`src/rtl/bin_to_bcd_seq_pkg.sv`:
```
// Shared types and constants for the sequential binary-to-BCD converter.
// Default sizing targets the eight-digit seven-segment display.
package bcd_pkg;

    typedef enum logic [1:0] {
        IDLE  = 2'd0,
        SHIFT = 2'd1,
        DONE  = 2'd2
    } state_t;

    localparam int DEF_IN_W   = 27;
    localparam int DEF_DIGITS = 8;
    localparam int CNT_W      = $clog2(DEF_IN_W + 1);

    // Largest value representable in DEF_DIGITS decimal digits.
    localparam logic [63:0] BCD_MAX     = 64'd99_999_999;
    localparam logic [31:0] OVF_PATTERN = 32'hFFFF_FFFF;

endpackage

```
`src/rtl/bin_to_bcd_seq_nibble_adj.sv`:
```
// Double-dabble digit correction: a nibble of 5 or more gets +3 (mod 16)
// so that the following left shift carries correctly into the next digit.
module bcd_nibble_adj (
    input  logic [3:0] nib,
    output logic [3:0] adj
);

    always_comb begin
        adj = nib;
        if (nib >= 4'd5) begin
            adj = nib + 4'd3;
        end
    end

endmodule

```
`src/rtl/bin_to_bcd_seq.sv`:
```
// Iterative binary-to-packed-BCD converter with a start/done handshake.
// bcd/ovf change only on the done edge, so the display never sees partial results.
module bin_to_bcd_seq
    import bcd_pkg::*;
#(
    parameter int IN_W   = DEF_IN_W,
    parameter int DIGITS = DEF_DIGITS
) (
    input  logic                  clk,
    input  logic                  rst,
    input  logic                  start,
    input  logic [IN_W-1:0]       bin,
    output logic                  busy,
    output logic                  done,
    output logic [4*DIGITS-1:0]   bcd,
    output logic                  ovf
);

    localparam int BW = 4 * DIGITS;
    localparam int CW = $clog2(IN_W + 1);

    state_t          state_reg, state_next;
    logic [CW-1:0]   cnt_reg, cnt_next;
    logic [IN_W-1:0] sr_reg, sr_next;
    logic [BW-1:0]   wb_reg, wb_next;
    logic            pend_reg, pend_next;
    logic [BW-1:0]   bcd_reg, bcd_next;
    logic            ovf_reg, ovf_next;
    logic            done_reg, done_next;
    logic [BW-1:0]   wb_adj;

    genvar gi;
    generate
        for (gi = 0; gi < DIGITS; gi++) begin : g_adj
            bcd_nibble_adj u_adj (
                .nib (wb_reg[gi*4 +: 4]),
                .adj (wb_adj[gi*4 +: 4])
            );
        end
    endgenerate

    always_ff @(posedge clk or negedge rst) begin
        if (!rst) begin
            state_reg <= IDLE;
            cnt_reg   <= '0;
            sr_reg    <= '0;
            wb_reg    <= '0;
            pend_reg  <= 1'b0;
            bcd_reg   <= '0;
            ovf_reg   <= 1'b0;
            done_reg  <= 1'b0;
        end else begin
            state_reg <= state_next;
            cnt_reg   <= cnt_next;
            sr_reg    <= sr_next;
            wb_reg    <= wb_next;
            pend_reg  <= pend_next;
            bcd_reg   <= bcd_next;
            ovf_reg   <= ovf_next;
            done_reg  <= done_next;
        end
    end

    always_comb begin
        state_next = state_reg;
        cnt_next   = cnt_reg;
        sr_next    = sr_reg;
        wb_next    = wb_reg;
        pend_next  = pend_reg;
        bcd_next   = bcd_reg;
        ovf_next   = ovf_reg;
        done_next  = 1'b0;

        case (state_reg)
            IDLE: begin
                if (start) begin
                    sr_next    = bin;
                    wb_next    = '0;
                    cnt_next   = CW'(IN_W);
                    pend_next  = (64'(bin) > BCD_MAX);
                    state_next = SHIFT;
                end
            end
            SHIFT: begin
                // The range check is registered at accept time; an
                // out-of-range operand spends this one cycle here and
                // skips the shifting entirely.
                if (pend_reg) begin
                    state_next = DONE;
                end else begin
                    {wb_next, sr_next} = {wb_adj[BW-2:0], sr_reg, 1'b0};
                    cnt_next = cnt_reg - CW'(1);
                    if (cnt_reg == CW'(1)) begin
                        state_next = DONE;
                    end
                end
            end
            DONE: begin
                done_next  = 1'b1;
                ovf_next   = pend_reg;
                bcd_next   = pend_reg ? BW'(OVF_PATTERN) : wb_reg;
                state_next = IDLE;
            end
            default: begin
                state_next = IDLE;
            end
        endcase
    end

    assign busy = (state_reg != IDLE);
    assign done = done_reg;
    assign bcd  = bcd_reg;
    assign ovf  = ovf_reg;

endmodule

```
`config.mk`:
```
export PLATFORM = sky130hd
export DESIGN_NAME = bin_to_bcd_seq
export DESIGN_NICKNAME = d
export VERILOG_FILES = /design/src/rtl/bin_to_bcd_seq_pkg.sv /design/src/rtl/bin_to_bcd_seq_nibble_adj.sv /design/src/rtl/bin_to_bcd_seq.sv
export SDC_FILE = /design/constraint.sdc
export NUM_CORES = 1
export LEC_CHECK = 0
export CORE_ASPECT_RATIO = 1.25
export CORE_MARGIN = 1
export CORE_UTILIZATION = 59
export DETAILED_ROUTE_END_ITERATION = 8
export PLACE_DENSITY = 0.88
export RECOVER_POWER = 100
export SLEW_MARGIN = 0
export SYNTH_ARGS = -nofsm -noshare
export SYNTH_HDL_FRONTEND = slang
export SYNTH_SLANG_ARGS = --single-unit
```
`constraint.sdc`:
```
create_clock -name clk -period 3.8 [get_ports clk]
set_input_delay 0.76 -clock clk [delete_from_list [all_inputs] [get_ports clk]]
set_output_delay 0.76 -clock clk [all_outputs]
set_load 0.05 [all_outputs]
```
==> metrics.md <==
| Metric | Value |
|---|---|
| Vias | `3557` |
| Hold WC Path Type | `register to register` |
| Outcome | `finished with violations` |
| Clock Skew | `0.00788 ns` |
| Asr flop ratio synth | `100%` |
| Comb power frac | `around half` |
| Seq cells post-synth | `around 100` |
| Pre-antenna DRT Iters | `4` |
| Leakage | `2.61 nW` |
| Pint | `2.77 mW` |
| Post-cts sizing count | `0` |
| Synth top cells by count | `dfrtp_1 (101), nand2_1 (64), o21ai_0 (50)` |
| Fmax | `0.358 GHz` |
| Main synth FF type | `dfrtp_1` |
| Worst vdd rail ir drop | `around 0.57 mV` |
| First-pass GRT wire length | `16500 µm` |
| Dominant cell type by area after synthesis | `dfrtp_1` |
| CP bufs+invs | `0` |
| CP Max Fanout | `26` |
| Vias per cell | `about 5.7` |
| RSZ-0062 raised after global routing | `no` |
| Final setup violation count | `0` |
| Ant diodes | `0` |
| Tightest Pin Transition | `2.23 ns` |
| GRT Total Usage | `24.2%` |
| Grt total ovfl | `0` |
| Post-route setup TNS | `0 ns` |
| Hold Violations, Final | `0` |
| CTS tree | `built` |
| Synth Instances | `~470` |
| # fillers | `585` |
| Clock power share | `~14%` |
| Clk_lat worst skew | `~0.37 ns` |
| Worst Path Arrival | `approximately 3 ns` |
| Critical Path Sink Type | `register` |
| Die width | `83.0 µm` |
| Htree depth | `3` |
| Largest net degree at the start of global routing | `93` |
| Initial DRC count | `194` |
| CP max stage delay | `about 0.89 ns` |
| Multi-input gate area | `around 2000 µm²` |
| Ys Warns | `0` |
| Area of the core | `7880 µm²` |
| Cell with the most instances after synthesis | `dfrtp_1` |
| Cell variety after synth | `44` |
| Top Ports | `65` |
| Psw | `approximately 2.4 mW` |
| Worst path slowest cell | `nand2_1` |
| PortBufs | `64` |
| Rows | `36` |
| Final wirelength | `9460 µm` |
| Antenna violation net count after detailed routing | `0` |
| Routed WL per cell | `approximately 15 µm` |
| Yosys top cell area share | `between 50% and 60%` |
| Cell total after placement | `604` |
| Post-synth EDFFs | `0` |
| Die Footprint | `8570 µm²` |
| Register area share after synthesis | `52.2%` |
| Max Cap Viol | `3` |
| Maximum clock path buffer count | `2` |
| Initial Utilization | `61.4%` |
| DIE HEIGHT | `103 µm` |
| Power share of the sequential group | `35.1%` |
| Syn Area/Cell | `10.4 µm²` |
| Final Slew Violations | `190` |
| Area Growth Syn to Fin | `16.3%` |
| Setup repair bufs after CTS | `0` |
| Final Non-Filler Cells | `619` |
| Share of cells above drive strength 1 | `4.58%` |
| Reg area | `2530 µm²` |
| Cell area power density | `914 nW/µm²` |
| Clk root buf | `clkbuf_8` |
| Sink Count | `101` |
| WS Path Type | `register to register` |
| Hpwl dp | `6270 µm` |
| TritonCTS Buffers | `9` |
| Hold-fix buffers, CTS | `0` |
| Cell Area, Synth | `4840 µm²` |
| Slew Limit Headroom | `-48.7%` |
| Switching Fraction | `46.1%` |
| Final Cycle Share | `around 74%` |
| Initial antenna violation count | `0` |
| DRC violations left | `0` |
| Vias in the first global route | `~3.7k` |
| CP Launch Type | `register` |
| Crit-path leading delay family | `simple AND/OR/NAND/NOR gates` |
| Crit-path cells | `or3b_1 -> nand2_1 -> o32ai_1 -> a31o_2` |
| Routability cong. | `0.801` |
| Fin nets | `between 500 and 600` |
| Critical path data required time | `about 4.1 ns` |
| Failing checks | `capacitance limit, slew limit` |
| Area contributors post-synth | `dfrtp_1 (52%), mux2i_1 (6.8%), o21ai_0 (5.2%)` |
| CTS clk-pin slew, worst paths | `0.08 ns` |
| Synthesized Nets | `515` |
| Final critical-path required period | `2.79 ns` |
power by group through the flow:
stage	clock (mW)	sequential, mW	combinational, mW
after global placement	0	1.81	2.67
after global routing	0.740	1.87	2.91
final	0.697	1.81	2.64
after CTS	0.703	1.82	2.81
after detailed placement	0	1.83	2.79
after floorplan	0	2.25	1.67
final timing paths:
| check | endpoint | start | slack (ns) | cells past startpoint |
|---|---|---|---|---|
| setup / recovery | wb_reg[6] | state_reg[1] | 1.01 | 4 |
| hold / removal | bcd[5] | bcd[5] | 0.48 | 2 |
| setup reg to reg | wb_reg[6] | state_reg[1] | 1.01 | 4 |
| hold reg to reg | bcd[5] | bcd[5] | 0.48 | 2 |
| max in group asynchronous | wb_reg[29] | rst | 1.42 | 2 |
| min in group asynchronous | bcd[13] | rst | 1.05 | 1 |
cell families (layout without fill, tap and decap cells):
group	Yosys count	count (layout)	synth area share, %
and+or+nand+nor	125	125	11.8
AOI/OAI and AO/OA	124	124	16.3
DFF	101	101	52.2
buffers and inverters	47	104	4.73
adders and majority gates	18	18	4.65
xor gates and xnor gates	18	18	3.26
muxes	34	34	7.06
final cells by class:
cell class                 count  share of cell area, %
sequential                   101                   44.9
clock buffer                  12                   2.76
timing repair buffer          69                   11.8
clock inverter                 3                  0.801
multi-input combinational    319                   36.3
inverter                      20                   1.33
tap                           95                   2.11
metrics by stage:
stage	hold slack, ns	setup WS [ns]	total power, mW	instance area [µm²]	utilization [%]
4_1_cts	0.490	1.10	5.33	5700	72.3
6_report	0.481	1.01	5.14	5630	71.4
2_1_floorplan	0.450	2.04	3.93	4840	-
3_3_place_gp	0.462	1.28	4.48	5500	69.8
5_1_grt	0.506	0.884	5.51	5630	71.4
3_5_place_dp	0.471	1.23	4.62	5500	69.8
metal layers:
metal / up-vias / GRT usage [%] / share of wire [%]
met5: - / 0 / 0
met4: 0 / 11.8 / 2.1
met3: 19 / 3.97 / 3.8
met2: 87 / 43.6 / 52
met1: 1721 / 28.8 / 42
li1: 1730 / - / -
worst register-to-register path, cell delays in order (launching register included):
cell and delay, ns:
dfrtp_1 0.47, or3b_1 0.81, nand2_1 0.89, o32ai_1 0.24, a31o_2 0.27
cell usage in the layout, fill, tap and decap left out, drive strengths merged, types with 8 or more instances in the layout:
| cell type | synthesis | layout |
|---|---|---|
| clkbuf | 12 | 16 |
| a21oi | 9 | 9 |
| o32ai | 8 | 8 |
| dfrtp | 101 | 101 |
| xnor2 | 9 | 9 |
| o21ai | 70 | 70 |
| nand2b | 9 | 9 |
| dlygate4sd3 | 0 | 36 |
| ha | 18 | 18 |
| mux2i | 33 | 33 |
| clkdlybuf4s50 | 0 | 27 |
| inv | 20 | 20 |
| a22o | 8 | 8 |
| xor2 | 9 | 9 |
| o22ai | 8 | 8 |
| nand2 | 65 | 65 |
| nor2 | 37 | 37 |
No activity file was read; power rests on OpenSTA's default activity.
